### src/rtl/avalon_line_master_if.sv
// rtl/avalon_line_master_if.sv - Avalon-MM burst bus between the line master and its slave
interface avalon_line_master_if #(
  parameter int LINE_WORDS = 16,
  parameter int ADDR_W     = 30
);
  localparam int BC_W = $clog2(LINE_WORDS) + 1;

  logic              avm_waitrequest;
  logic [31:0]       avm_readdata;
  logic              avm_readdatavalid;
  logic [1:0]        avm_response;
  logic              avm_writeresponsevalid;
  logic [BC_W-1:0]   avm_burstcount;
  logic [31:0]       avm_writedata;
  logic [ADDR_W-1:0] avm_address;
  logic              avm_read;
  logic              avm_write;
  logic [3:0]        avm_byteenable;

  modport master (
    input  avm_waitrequest, avm_readdata, avm_readdatavalid, avm_response,
           avm_writeresponsevalid,
    output avm_burstcount, avm_writedata, avm_address, avm_read, avm_write,
           avm_byteenable
  );

  modport slave (
    output avm_waitrequest, avm_readdata, avm_readdatavalid, avm_response,
           avm_writeresponsevalid,
    input  avm_burstcount, avm_writedata, avm_address, avm_read, avm_write,
           avm_byteenable
  );
endinterface

### src/rtl/avalon_line_master.sv
// rtl/avalon_line_master.sv - CPU word/line request to Avalon-MM burst master.
// Optional stall abort enabled by macro AVM_TIMEOUT_EN.
module avalon_line_master #(
  parameter int LINE_WORDS     = 16,
  parameter int ADDR_W         = 30,
  parameter int TIMEOUT_CYCLES = 1024
) (
  input  logic                     clk,
  input  logic                     rst,
  input  logic                     req_valid,
  output logic                     req_ready,
  input  logic [3:0]               req_strobe,
  input  logic                     req_line,
  input  logic [ADDR_W-1:0]        req_addr,
  input  logic [32*LINE_WORDS-1:0] req_data,
  output logic                     resp_valid,
  input  logic                     resp_ready,
  output logic [32*LINE_WORDS-1:0] resp_data,
  output logic                     err_valid,
  output logic [ADDR_W+1:0]        err_addr,
  input  logic                     err_ack,
  avalon_line_master_if.master     avm
);
  localparam int IDX_W = $clog2(LINE_WORDS);
  localparam int BC_W  = IDX_W + 1;

  typedef enum logic [2:0] {IDLE, RD_CMD, RD_DATA, WR_DATA, WR_RESP, RESP} state_t;
  state_t state, state_nx;

  logic              cap_write;
  logic              cap_line;
  logic [3:0]        cap_strobe;
  logic [ADDR_W-1:0] cap_addr;
  logic [31:0]       wr_word [LINE_WORDS];
  logic [31:0]       rd_word [LINE_WORDS];
  logic [IDX_W-1:0]  beat;

  logic accept, last_beat, rd_hs, beat_in, wr_acc, wresp, new_err, tmo_hit;

  always_comb begin
    accept    = !rst && (state == IDLE) && req_valid && !err_valid;
    last_beat = !cap_line || (beat == IDX_W'(LINE_WORDS - 1));
    rd_hs     = (state == RD_CMD) && !avm.avm_waitrequest;
    // Beats that arrive while the command is still being handshaken count too.
    beat_in   = avm.avm_readdatavalid && ((state == RD_CMD) || (state == RD_DATA));
    wr_acc    = (state == WR_DATA) && !avm.avm_waitrequest;
    wresp     = (state == WR_RESP) && avm.avm_writeresponsevalid;
    new_err   = ((beat_in || wresp) && (avm.avm_response != 2'b00)) || tmo_hit;
  end

  always_comb begin
    req_ready          = accept;
    resp_valid         = !rst && (state == RESP) && resp_ready;
    avm.avm_read       = !rst && (state == RD_CMD);
    avm.avm_write      = !rst && (state == WR_DATA);
    avm.avm_address    = cap_addr;
    avm.avm_burstcount = cap_line ? BC_W'(LINE_WORDS) : BC_W'(1);
    avm.avm_byteenable = (cap_write && !cap_line) ? cap_strobe : 4'hF;
    avm.avm_writedata  = wr_word[beat];
  end

  always_comb begin
    resp_data = '0;
    for (int i = 0; i < LINE_WORDS; i++) begin
      resp_data[32*i +: 32] = rd_word[i];
    end
  end

  always_ff @(posedge clk) begin
    if (rst) begin
      state <= IDLE;
    end else begin
      state <= state_nx;
    end
  end

  always_comb begin
    state_nx = state;
    case (state)
      IDLE: begin
        if (accept) begin
          state_nx = (|req_strobe) ? WR_DATA : RD_CMD;
        end
      end
      RD_CMD: begin
        if (rd_hs && beat_in && last_beat) begin
          state_nx = RESP;
        end else if (rd_hs) begin
          state_nx = RD_DATA;
        end
      end
      RD_DATA: begin
        if (beat_in && last_beat) begin
          state_nx = RESP;
        end
      end
      WR_DATA: begin
        if (wr_acc && last_beat) begin
          state_nx = WR_RESP;
        end
      end
      WR_RESP: begin
        if (wresp) begin
          state_nx = IDLE;
        end
      end
      RESP: begin
        if (resp_ready) begin
          state_nx = IDLE;
        end
      end
      default: state_nx = IDLE;
    endcase
    // An aborted read still hands back whatever beats arrived.
    if (tmo_hit) begin
      state_nx = cap_write ? IDLE : RESP;
    end
  end

  always_ff @(posedge clk) begin
    if (rst) begin
      cap_write  <= 1'b0;
      cap_line   <= 1'b0;
      cap_strobe <= 4'h0;
      cap_addr   <= '0;
      beat       <= '0;
      err_valid  <= 1'b0;
      err_addr   <= '0;
      for (int i = 0; i < LINE_WORDS; i++) begin
        rd_word[i] <= 32'h0;
      end
    end else begin
      if (accept) begin
        cap_write  <= |req_strobe;
        cap_line   <= req_line;
        cap_strobe <= req_strobe;
        cap_addr   <= req_addr;
        beat       <= '0;
        for (int i = 0; i < LINE_WORDS; i++) begin
          wr_word[i] <= req_data[32*i +: 32];
          rd_word[i] <= 32'h0;
        end
      end
      if (beat_in) begin
        rd_word[beat] <= avm.avm_readdata;
        beat          <= beat + 1'b1;
      end
      if (wr_acc) begin
        beat <= beat + 1'b1;
      end
      if (new_err) begin
        err_valid <= 1'b1;
        err_addr  <= {cap_addr, 2'b00};
      end else if (err_ack) begin
        err_valid <= 1'b0;
      end
    end
  end

`ifdef AVM_TIMEOUT_EN
  localparam int TMO_W = $clog2(TIMEOUT_CYCLES + 1);
  logic [TMO_W-1:0] tmo_cnt;
  logic             tmo_live;
  logic             tmo_activity;

  always_comb begin
    tmo_live     = (state == RD_CMD) || (state == RD_DATA) ||
                   (state == WR_DATA) || (state == WR_RESP);
    tmo_activity = rd_hs || beat_in || wr_acc || wresp;
    tmo_hit      = tmo_live && !tmo_activity && (tmo_cnt == TMO_W'(TIMEOUT_CYCLES - 1));
  end

  always_ff @(posedge clk) begin
    if (rst || !tmo_live || tmo_activity) begin
      tmo_cnt <= '0;
    end else begin
      tmo_cnt <= tmo_cnt + 1'b1;
    end
  end
`else
  logic unused_tmo_cfg;
  assign unused_tmo_cfg = (TIMEOUT_CYCLES != 0);
  assign tmo_hit        = 1'b0;
`endif
endmodule

### src/flat_wrapper.sv
// flat-port wrapper written by rule: the top's interface ports become plain ports
module avalon_line_master_flat 
#(
  parameter int LINE_WORDS     = 16,
  parameter int ADDR_W         = 30,
  parameter int TIMEOUT_CYCLES = 1024
)
  (clk, rst, req_valid, req_ready, req_strobe, req_line, req_addr, req_data, resp_valid, resp_ready, resp_data, err_valid, err_addr, err_ack, avm_avm_waitrequest, avm_avm_readdata, avm_avm_readdatavalid, avm_avm_response, avm_avm_writeresponsevalid, avm_avm_burstcount, avm_avm_writedata, avm_avm_address, avm_avm_read, avm_avm_write, avm_avm_byteenable);
  avalon_line_master_if #(.LINE_WORDS(LINE_WORDS), .ADDR_W(ADDR_W)) avm_i ();
  input  logic clk;
  input  logic rst;
  input  logic req_valid;
  output logic req_ready;
  input  logic [3:0] req_strobe;
  input  logic req_line;
  input  logic [ADDR_W-1:0] req_addr;
  input  logic [32*LINE_WORDS-1:0] req_data;
  output logic resp_valid;
  input  logic resp_ready;
  output logic [32*LINE_WORDS-1:0] resp_data;
  output logic err_valid;
  output logic [ADDR_W+1:0] err_addr;
  input  logic err_ack;
  input wire logic [$bits(avm_i.avm_waitrequest)-1:0] avm_avm_waitrequest;
  input wire logic [$bits(avm_i.avm_readdata)-1:0] avm_avm_readdata;
  input wire logic [$bits(avm_i.avm_readdatavalid)-1:0] avm_avm_readdatavalid;
  input wire logic [$bits(avm_i.avm_response)-1:0] avm_avm_response;
  input wire logic [$bits(avm_i.avm_writeresponsevalid)-1:0] avm_avm_writeresponsevalid;
  output wire logic [$bits(avm_i.avm_burstcount)-1:0] avm_avm_burstcount;
  output wire logic [$bits(avm_i.avm_writedata)-1:0] avm_avm_writedata;
  output wire logic [$bits(avm_i.avm_address)-1:0] avm_avm_address;
  output wire logic [$bits(avm_i.avm_read)-1:0] avm_avm_read;
  output wire logic [$bits(avm_i.avm_write)-1:0] avm_avm_write;
  output wire logic [$bits(avm_i.avm_byteenable)-1:0] avm_avm_byteenable;
  assign avm_i.avm_waitrequest = avm_avm_waitrequest;
  assign avm_i.avm_readdata = avm_avm_readdata;
  assign avm_i.avm_readdatavalid = avm_avm_readdatavalid;
  assign avm_i.avm_response = avm_avm_response;
  assign avm_i.avm_writeresponsevalid = avm_avm_writeresponsevalid;
  assign avm_avm_burstcount = avm_i.avm_burstcount;
  assign avm_avm_writedata = avm_i.avm_writedata;
  assign avm_avm_address = avm_i.avm_address;
  assign avm_avm_read = avm_i.avm_read;
  assign avm_avm_write = avm_i.avm_write;
  assign avm_avm_byteenable = avm_i.avm_byteenable;
  avalon_line_master #(.LINE_WORDS(LINE_WORDS), .ADDR_W(ADDR_W), .TIMEOUT_CYCLES(TIMEOUT_CYCLES)) u_core (.clk(clk), .rst(rst), .req_valid(req_valid), .req_ready(req_ready), .req_strobe(req_strobe), .req_line(req_line), .req_addr(req_addr), .req_data(req_data), .resp_valid(resp_valid), .resp_ready(resp_ready), .resp_data(resp_data), .err_valid(err_valid), .err_addr(err_addr), .err_ack(err_ack), .avm(avm_i));
endmodule
### config.mk
export PLATFORM = sky130hd
export DESIGN_NAME = avalon_line_master_flat
export DESIGN_NICKNAME = d
export VERILOG_FILES = /design/src/rtl/avalon_line_master_if.sv /design/src/rtl/avalon_line_master.sv /design/src/flat_wrapper.sv
export SDC_FILE = /design/constraint.sdc
export NUM_CORES = 1
export LEC_CHECK = 0
export CAP_MARGIN = 20
export CORE_AREA = 3 3 469 471
export DETAILED_ROUTE_END_ITERATION = 8
export DIE_AREA = 0 0 472 474
export HOLD_SLACK_MARGIN = 0.05
export PLACE_DENSITY = 0.46
export SYNTH_ARGS = -nofsm -noshare
export SYNTH_HDL_FRONTEND = slang
export SYNTH_SLANG_ARGS = --single-unit
### constraint.sdc
create_clock -name clk -period 18.3 [get_ports clk]
set_clock_uncertainty 0.05 [all_clocks]
set_input_delay 3.66 -clock clk [delete_from_list [all_inputs] [get_ports clk]]
set_output_delay 3.66 -clock clk [all_outputs]
set_load 0.05 [all_outputs]
==> results of run 1 <==
-- final cells by class --
cell class              instances  area, um^2
fillers                     21740      154900
multi-input cells             990        8788
repair buffers               1269       12560
diodes                         44       110.1
flip-flops and latches       1102       32320
inverters                       6       30.03
clock buffers                 166        3610
well taps                    2854        3571
clock inverters                66       629.4
-- cells by family (layout without fill, tap and decap cells) --
kind of cell | after synthesis | after routing
flops | 1102 | 1102
simple gates | 687 | 687
buf+inv | 165 | 1507
mux | 161 | 161
compound gates | 132 | 132
fa+ha+maj | 4 | 4
other cells | 1 | 49
xor+xnor | 1 | 1
-- worst max-delay path: stages --
cell and delay [ps]:
buf_2 300, buf_4 400, nand2b_1 290, nor3b_1 620, clkdlybuf4s50_1 930
-- registers in the layout, summed over array words and instances (netlist names), named ones only --
signal                  count
u_core.wr_word            512
u_core.cap_strobe           4
u_core.err_valid            1
u_core.avm.avm_address     30
u_core.beat                 4
u_core.cap_line             1
u_core.cap_write            1
u_core.state                3
u_core.err_addr            30
u_core.rd_word            512
-- power by group through the flow --
stage               Clock [mW]  Combinational [mW]  Sequential [mW]
floorplan                    0               0.671             3.90
global placement             0                1.98             3.33
detailed placement           0                1.98             3.33
CTS                       2.69                1.99             3.28
global route              2.78                2.03             3.30
finish                    2.60                1.95             3.27
-- metal layers --
metal  up-vias  part of all wire [%]  global-route usage, %
met2      1192                    51                  25.96
met5         -                  0.25                      0
met4        68                   3.5                  5.736
met1     12430                    36                  15.74
met3       315                   9.4                  5.776
li1      11040                     -                      -
-- cell usage after synthesis (2+ instances only) --
master	n	area, um^2
nor2_2	12	75.07
clkbuf_2	37	185.2
buf_4	19	142.6
nand2b_1	14	87.58
inv_2	2	7.510
and2_1	512	3203
mux4_1	4	105.1
inv_1	4	15.01
nand3b_1	2	15.01
o211ai_1	5	37.54
o21ai_0	44	220.2
nor3_1	2	10.01
or2_2	3	18.77
dfxtp_1	78	1562
ha_1	4	50.05
mux4_2	156	3513
nor2_1	5	18.77
nand2_1	77	289.0
nand4_1	3	18.77
a21oi_1	71	355.3
buf_2	29	145.1
nand3_4	4	70.07
edfxtp_1	1024	30750
nor2b_1	6	37.54
a31oi_1	2	12.51
buf_1	4	15.01
clkbuf_1	66	247.7
buf_6	4	45.04
nand3_1	34	170.2
nor3_4	4	65.06
-- per-stage QoR --
| step | total power, mW | utilization (%) |
|---|---|---|
| after floorplan | 4.571 | - |
| after global placement | 5.303 | 26.41 |
| after detailed placement | 5.312 | 26.45 |
| after CTS | 7.955 | 28.41 |
| after global routing | 8.113 | 28.43 |
| final | 7.817 | 28.46 |
-- worst paths after layout --
kind / from / end / slack (ps)
max: rst / avm_avm_write / 8360
min: u_core.cap_strobe[2] / u_core.cap_strobe[2] / 410
max reg2reg: u_core.state[1] / u_core.wr_word[4][10] / 13340
min reg2reg: u_core.cap_strobe[2] / u_core.cap_strobe[2] / 410
==> metrics.md, run 1 <==
| Metric | Value |
|---|---|
| Status | complete, no violations |
| First-pass DRT Iterations | 5 |
| Yosys cell types | 52 |
| Placed Area | about 57000 um^2 |
| Wire per inst | 26.30 um |
| Internal Pwr Total | 5.297 mW |
| Clock transition at path regs | 60 ps |
| Setup Buffers After CTS | 0 |
| Final setup violating endpoints | 0 |
| Reg2Reg Depth | 7 |
| Via count | 25050 |
| Async S/R FF share, synth | 0% |
| Placed insts | roughly 6200 |
| Comb power frac | 24.9% |
| IO Count | approximately 1200 |
| Post-Syn Area per Cell | 18.51 um^2 |
| CTS tree | built |
| Post-synthesis simple-gate area fraction | 9.979% |
| Antenna violations before repair | 91 |
| CTS root buf | clkbuf_16 |
| Hold-fix buffers, CTS | 0 |
| Vias/cell | 3.855 |
| Switch share | 32.23% |
| Mux contribution to synthesized area | 8.704% |
| Part of the cycle the worst path needs | a little over half |
| Final Max Slew Viols | 0 |
| Core ar. | 216500 um^2 |
| Hold Slack | 411.1 ps |
| #FFs+latches synth | 1102 |
| CP required | approximately 15000 ps |
| Largest family of logic cells by synthesized area | simple AND/OR/NAND/NOR gates |
| Final HPWL DP | 125300 um |
| Leakage power | 20.51 nW |
| Detailed Route Iter0 Violations | 1896 |
| RSZ-0062 raised after global routing | no |
| Pre-CTS setup slack | 8413 ps |
| Hold path depth | 2 |
| Post-Route WL | 170900 um |
| Initial Util | approximately 19% |
| Max-slew headroom | 28.51% |
| CTS Buffer Depth | 3 |
| Min Tclk post-route | 9938 ps |
| Worst-path maximum fanout | 46 |
| Layout area overhead | 47.78% |
| PwrDens | 126.8 nW/um^2 |
| Final Non-Filler Cells | approximately 6500 |
| Commonest non-fill, non-tap cells in the layout | clkdlybuf4s50_1 (1195), edfxtp_1 (1024), and2_1 (512) |
| Xor/xnor cell area share of the yosys netlist | 0.06601% |
| Total CTS buffers | between 100 and 150 |
| First-pass GRT wire length | ~230000 um |
| EDFF count, synth | 1024 |
| Final Hold Viols | 0 |
| Number of port buffers | 1203 |
| Post-route ant nets | 0 |
| Final worst slack | 8362 ps |
| Peak VDD IR | 85.74 uV |
| Adder-cell share of the synthesized area | 0.1200% |
| Commonest non-fill, non-tap cell in the layout | clkdlybuf4s50_1 |
| Vias in the first global route | between 20000 and 30000 |
| Fraction of layout cells with a size suffix above 1 | a little over an eighth |
| Post-Route Setup TNS | 0 ps |
| Sequential cell area fraction in the yosys report | 77.48% |
| Nature of the critical path startpoint | primary input |
| CP arrival | 6230 ps |
| Worst Setup End Kind | output port |
| Worst-margin pin slew | 1072 ps |
| CTS HTree Levels | 4 |
| Main flop type after synthesis | edfxtp_1 |
| Post-Synthesis Cells | 2253 |
| Die X | approximately 470 um |
| Row count | 171 |
| GPL Wtd Cong | between 0.8 and 0.9 |
| Fmax | roughly 0.10 GHz |
| Pin count of the biggest net entering global routing | 138 |
| Final net count | 4096 |
| Number of synthesis warnings | 0 |
| Worst Path Class, Setup | in -> out |
| Clock sinks | 1102 |
| Switch Pwr | 2.520 mW |
| Die area | 223700 um^2 |
| Cts repair resizes | 0 |
| Final Cell Area | 61620 um^2 |
| Power share of the sequential group | 41.9% |
| Post-synthesis compound-gate area fraction | 1.713% |
| Syn Std Cell Area | 41700 um^2 |
| Clk Latency, worst-skew pair | 760 ps |
| Total global-route track usage | between 10 and 15% |
| Die Y | roughly 470 um |
| Post-route DRC | 0 |
| Number of max-cap violations | 0 |
| Hold Crit Class | reg -> reg |
| Total gr overflow | 0 |
| Clock power frac | 33.2% |
No activity file was read; power rests on OpenSTA's default activity.
==> run 2, diff against run 1 <==
==> constraint.sdc (replaced) <==
create_clock -name clk -period 10.4 [get_ports clk]
set_clock_uncertainty 0.05 [all_clocks]
set_input_delay 2.08 -clock clk [delete_from_list [all_inputs] [get_ports clk]]
set_output_delay 2.08 -clock clk [all_outputs]
set_load 0.05 [all_outputs]
==> metrics.md, run 2 (synthesized netlist as in run 1, its figures left out) <==
| Metric | Value |
|---|---|
| Status | complete, no violations |
| Cts repair resizes | 0 (unchanged) |
| Final HPWL DP | 124700 um (-0.41%) |
| Clock power frac | 32.8% (-0.4 points) |
| Hold-fix buffers, CTS | 0 (unchanged) |
| Detailed Route Iter0 Violations | 1722 (-9.2%) |
| R2r startpoint | u_core.state[1] |
| Clock transition at path regs | 60 ps (about the same) |
| Total gr overflow | 0 (unchanged) |
| Reg2reg setup slack | 6630 ps (-6710 ps) |
| Number of max-cap violations | 0 (unchanged) |
| Final setup violating endpoints | 0 (unchanged) |
| Clock sinks | 1102 (unchanged) |
| Nature of the critical path startpoint | flip-flop |
| Most Used Layer, Global Route | met2 |
| Part of the cycle the worst path needs | 64.98% |
| Placed insts | 6223 (+0.032%) |
| CTS HTree Levels | 4 (unchanged) |
| Top flop regs | u_core.rd_word: 512 flops, u_core.wr_word: 512 flops |
| CTS Buffer Depth | 3 (unchanged) |
| Final Max Slew Viols | 0 (unchanged) |
| Power share of the sequential group | 42.5% (+0.6 points) |
| Final worst slack | 3642 ps (-4720 ps) |
| Commonest non-fill, non-tap cell in the layout | clkdlybuf4s50_1 |
| Comb power frac | 24.7% (-0.2 points) |
| Fraction of layout cells with a size suffix above 1 | 12.85% (-0.34 points) |
| Die X | 472 um (unchanged) |
| Pre-CTS setup slack | 3982 ps (-4431 ps) |
| Setup Buffers After CTS | 0 (unchanged) |
| Antenna violations before repair | 87 (-4.4%) |
| Layout area overhead | 47.47% |
| Hold Path Origin | u_core.cap_strobe[3] |
| Max-slew headroom | 23.74% (-4.8 points) |
| Wire per inst | 26.21 um (-0.35%) |
| Worst Path Class, Setup | reg -> out |
| Worst-margin pin slew | 1140 ps (+68.01 ps) |
| Reg2Reg Depth | 5 (-2) |
| Hold Crit Class | reg -> reg |
| GPL Wtd Cong | 0.7872 (-1.8%) |
| Leakage power | 20.44 nW (-0.35%) |
| Min Tclk post-route | slightly below 7000 ps |
| Final Hold Viols | 0 (unchanged) |
| Fill count | 21690 (-0.24%) |
| Total CTS buffers | 132 (-1.5%) |
| RSZ-0062 raised after global routing | no |
| CTS tree | built |
| Initial Util | 19.26% (unchanged) |
| IO Count | 1209 (unchanged) |
| Vias/cell | 3.858 (about the same) |
| CP arrival | 4630 ps (-1600 ps) |
| Hold path depth | 2 (unchanged) |
| Die area | 223700 um^2 (unchanged) |
| Worst-path maximum fanout | 53 (+15%) |
| CP required | 8270 ps (-6320 ps) |
| Internal Pwr Total | 9.303 mW (+76%) |
| Final Non-Filler Cells | 6496 (-0.015%) |
| Number of port buffers | 1203 (unchanged) |
| Commonest non-fill, non-tap cells in the layout | clkdlybuf4s50_1 (1197), edfxtp_1 (1024), and2_1 (512) |
| Via count | 25060 (+0.056%) |
| PwrDens | 222.0 nW/um^2 (+75%) |
| Final net count | 4096 (unchanged) |
| Post-Route WL | 170200 um (-0.36%) |
| Vias in the first global route | 25920 (+0.45%) |
| Die Y | 474 um (unchanged) |
| Clk Latency, worst-skew pair | 750 ps (about the same) |
| R2r endpoint | u_core.wr_word[0][9] |
| Hold Path End | u_core.cap_strobe[3] |
| First-pass GRT wire length | 225000 um (about the same) |
| Peak VDD IR | 151.6 uV (+77%) |
| Switch share | 31.85% (-0.38 points) |
| GR Util met3 | 5.444% (-0.33 points) |
| Post-route ant nets | 0 (unchanged) |
| Core ar. | 216500 um^2 (unchanged) |
| CTS root buf | clkbuf_16 |
| GR Util met1 | 15.89% (+0.14 points) |
| Fmax | 0.1480 GHz |
| Total global-route track usage | 14.66% (-0.051 points) |
| Worst Setup End Kind | output port |
| Row count | 171 (unchanged) |
| Met2 GRT Util | 26.03% (+0.068 points) |
| Pin count of the biggest net entering global routing | 158 (+14%) |
| Switch Pwr | 4.348 mW (+73%) |
| Post-route DRC | 0 (unchanged) |
| First-pass DRT Iterations | 5 (unchanged) |
## run 2: cell count changes in the layout (fill, tap and decap cells not counted), sizes merged
cell and change:
clkbuf +6, inv -6, diode -4, clkdlybuf4s50 +2, bufinv +1, clkinv -1, clkinvlp +1
## run 2: worst max-delay path by stage
stage	start	endpoint	slack [ps]
after global placement	resp_ready	resp_valid	3990
after detailed placement	resp_ready	resp_valid	3980
after global routing	flip-flop	avm_avm_writedata[19]	3440
after CTS	flip-flop	avm_avm_writedata[19]	3460
after floorplan	req_valid	u_core.wr_word[0][0]	-360
final	flip-flop	avm_avm_writedata[10]	3640
## run 2: layer usage
metal | routed length (um) | vias to the layer above | share of wire [%]
met2 | 87170 | 1191 | 51
met3 | 14810 | 300 | 8.7
met1 | 61950 | 12460 | 36
li1 | - | 11030 | -
met4 | 5848 | 70 | 3.4
met5 | 464 | - | 0.27
## run 2: cell type report
class / count / area, um^2 / share of cell area (%)
tap: 2854 / 3571 / 5.807
clock inverter: 61 / 529.3 / 0.8606
multi-input combinational: 990 / 8788 / 14.29
sequential: 1102 / 32320 / 52.56
inverter: 6 / 26.28 / 0.04273
antenna: 40 / 100.1 / 0.1628
clock buffer: 172 / 3600 / 5.853
timing repair buffer: 1271 / 12560 / 20.42
## run 2: worst max-delay path: stages (launching register included)
cell and delay, ps:
dfxtp_4 830, buf_4 510, buf_4 710, mux4_2 430
mux4_2 530, clkdlybuf4s50_1 720
## run 2: metrics by stage
step / total power [mW] / setup TNS [ps] / utilization [%] / cell area (um^2) / hold slack (ps)
floorplan: 7.986 / -186680 / - / 41730 / 381.2
global placement: 9.317 / 0 / 26.45 / 57270 / 391.2
detailed placement: 9.324 / 0 / 26.45 / 57270 / 391.4
CTS: 13.90 / 0 / 28.36 / 61400 / 401.7
global route: 14.17 / 0 / 28.38 / 61440 / 425.4
finish: 13.65 / 0 / 28.40 / 61500 / 399.5
## run 2: power by group through the flow
stage          logic, mW  clock network, mW  registers, mW
6_report            3.37               4.48           5.80
2_1_floorplan       1.18                  0           6.80
5_1_grt             3.52               4.80           5.85
3_5_place_dp        3.43                  0           5.90
3_3_place_gp        3.42                  0           5.90
4_1_cts             3.44               4.64           5.81
==> run 3, diff against run 2 <==
==> constraint.sdc (replaced) <==
create_clock -name clk -period 6.68 [get_ports clk]
set_clock_uncertainty 0.05 [all_clocks]
set_input_delay 1.336 -clock clk [delete_from_list [all_inputs] [get_ports clk]]
set_output_delay 1.336 -clock clk [all_outputs]
set_load 0.05 [all_outputs]
==> metrics.md, run 3 (synthesized netlist as in run 1, its figures left out) <==
| Metric | Value |
|---|---|
| Vias in the first global route | 25820 (-0.37%) |
| Cts repair resizes | 0 (unchanged) |
| Clock transition at path regs | 60 ps (about the same) |
| Final Max Slew Viols | 0 (unchanged) |
| Hold Slack | 399.9 ps (+0.4080 ps) |
| Worst-path maximum fanout | 80 (+51%) |
| Commonest non-fill, non-tap cells in the layout | clkdlybuf4s50_1 (1196), edfxtp_1 (1024), and2_1 (512) |
| CP top delay family | buffers and inverters |
| RSZ-0062 raised after global routing | no |
| Final setup violating endpoints | 0 (unchanged) |
| Clock sinks | 1102 (unchanged) |
| Final net count | 4103 (+0.17%) |
| Commonest non-fill, non-tap cell in the layout | clkdlybuf4s50_1 |
| Worst Setup End Kind | output port |
| Crit path cell chain | buf_12, mux4_2, mux4_2, clkdlybuf4s50_1 |
| Detailed Route Iter0 Violations | 1886 (+9.5%) |
| CTS Buffer Depth | 3 (unchanged) |
| Final Total Pwr | 21.46 mW (+57%) |
| Final Hold Viols | 0 (unchanged) |
| Top flop regs | u_core.rd_word: 512 flops, u_core.wr_word: 512 flops |
| Layout area overhead | 47.98% |
| Total gr overflow | 0 (unchanged) |
| Peak VDD IR | 235.9 uV (+56%) |
| Hold-fix buffers, CTS | 0 (unchanged) |
| Post-Route WL | 170500 um (+0.17%) |
| Pin count of the biggest net entering global routing | 93 (-41%) |
| CTS root buf | clkbuf_16 |
| Setup Buffers After CTS | 0 (unchanged) |
| Via count | 25150 (+0.36%) |
| CP arrival | 3980 ps (-650 ps) |
| Post-route ant nets | 0 (unchanged) |
| Die X | 472 um (unchanged) |
| Total CTS buffers | 132 (unchanged) |
| Number of port buffers | 1203 (unchanged) |
| Min Tclk post-route | ~5400 ps |
| Fill count | 21750 (+0.28%) |
| Worst-margin pin slew | 1069 ps (-71.70 ps) |
| Antenna violations before repair | 72 (-17%) |
| Area of the multi-input gates | 8788 um^2 (unchanged) |
| Part of the cycle the worst path needs | 80.30% |
| Hold Crit Class | reg -> reg |
| Critical-path top delay cell | dfxtp_4 |
| Register area | 32320 um^2 (unchanged) |
| Largest stage delay on the critical path | 840 ps (about the same) |
| Post-route DRC | 0 (unchanged) |
| CP required | 5290 ps (-2980 ps) |
| GPL Wtd Cong | 0.7995 (+1.6%) |
| PwrDens | 347.8 nW/um^2 (+57%) |
| Initial Util | 19.26% (unchanged) |
| IO Count | 1209 (unchanged) |
| Fmax | 0.1864 GHz |
| Max-slew headroom | 28.59% (+4.8 points) |
| CP most frequent cell | mux4_2 |
| Status | complete, no violations |
| Die Y | 474 um (unchanged) |
| Worst Path Class, Setup | reg -> out |
| Number of max-cap violations | 0 (unchanged) |
| First-pass DRT Iterations | 5 (unchanged) |
| CTS tree | built |
| Die area | 223700 um^2 (unchanged) |
| Total global-route track usage | 14.70% (+0.039 points) |
| Row count | 171 (unchanged) |
| Clk Latency, worst-skew pair | 770 ps (+20 ps) |
| Wire per inst | 26.24 um (+0.12%) |
| Fraction of layout cells with a size suffix above 1 | 13.33% (+0.48 points) |
| Vias/cell | 3.870 (+0.31%) |
| Core ar. | 216500 um^2 (unchanged) |
| Leakage power | 20.55 nW (+0.54%) |
| First-pass GRT wire length | 225900 um (+0.39%) |
| CTS HTree Levels | 4 (unchanged) |
| Nature of the critical path startpoint | flip-flop |
| Final HPWL DP | 126100 um (+1.1%) |
| Buffers & Inverters on Critical Path | 2 (-1) |
-- run 3: cell types whose count changed in the layout (fill, tap and decap cells not counted), sizes merged --
cell / delta
diode: -11
clkbuf: -9
buf: +8
inv: +7
clkinv: +4
bufinv: +3
clkinvlp: +2
clkdlybuf4s50: -1
-- run 3: final cells by class --
cell class	count	share of cell area [%]
Antenna cell	29	0.1176
Clock buffer	163	5.624
Tap cell	2854	5.787
Inverter	6	0.04258
Clock inverter	77	1.296
Multi-Input combinational cell	990	14.24
Sequential cell	1102	52.38
Timing Repair Buffer	1278	20.51
-- run 3: per-stage QoR --
stage	cell area [um^2]	setup TNS [ps]	std cells	setup slack, ps	util (%)
final	61710	0	6499	1316	28.50
after detailed placement	57370	0	6230	1559	26.49
after global routing	61650	0	6476	1088	28.47
after global placement	57370	0	6230	1569	26.49
after floorplan	41730	-1710390	2257	-3341	-
after CTS	61640	0	6470	1149	28.47
-- run 3: per-layer routing --
layer | routed length (um) | vias up | share of wire, % | track usage, %
met5 | 433 | - | 0.25 | 0
met4 | 3852 | 60 | 2.3 | 3.707
met3 | 14390 | 261 | 8.4 | 5.191
met2 | 89010 | 1179 | 52 | 26.88
met1 | 62840 | 12610 | 37 | 16.09
li1 | - | 11040 | - | -
-- run 3: worst register-to-register path, cell delays in order, from the launching register on --
cell and delay, ps:
dfxtp_1 790, nor3_1 160, nand2b_2 100, buf_4 200, inv_2 50, buf_4 280, nor2_4 850, nand2b_2 820
-- run 3: final timing paths --
path                            slack [ps]  depth (start not counted)                     to                 start
worst min-delay path                   400                          2   u_core.cap_strobe[0]  u_core.cap_strobe[0]
worst max register to register        2840                          7  u_core.rd_word[1][12]       u_core.state[1]
worst min register to register         400                          2   u_core.cap_strobe[0]  u_core.cap_strobe[0]
worst max-delay path                  1320                          4  avm_avm_writedata[12]             flip-flop
-- run 3: power breakdown --
group	switching, mW	total (mW)	leakage [nW]	internal (mW)
combinational	3.43	5.29	7.76	1.86
sequential	0.418	9.02	10.7	8.60
clock	3.05	7.15	2.08	4.10
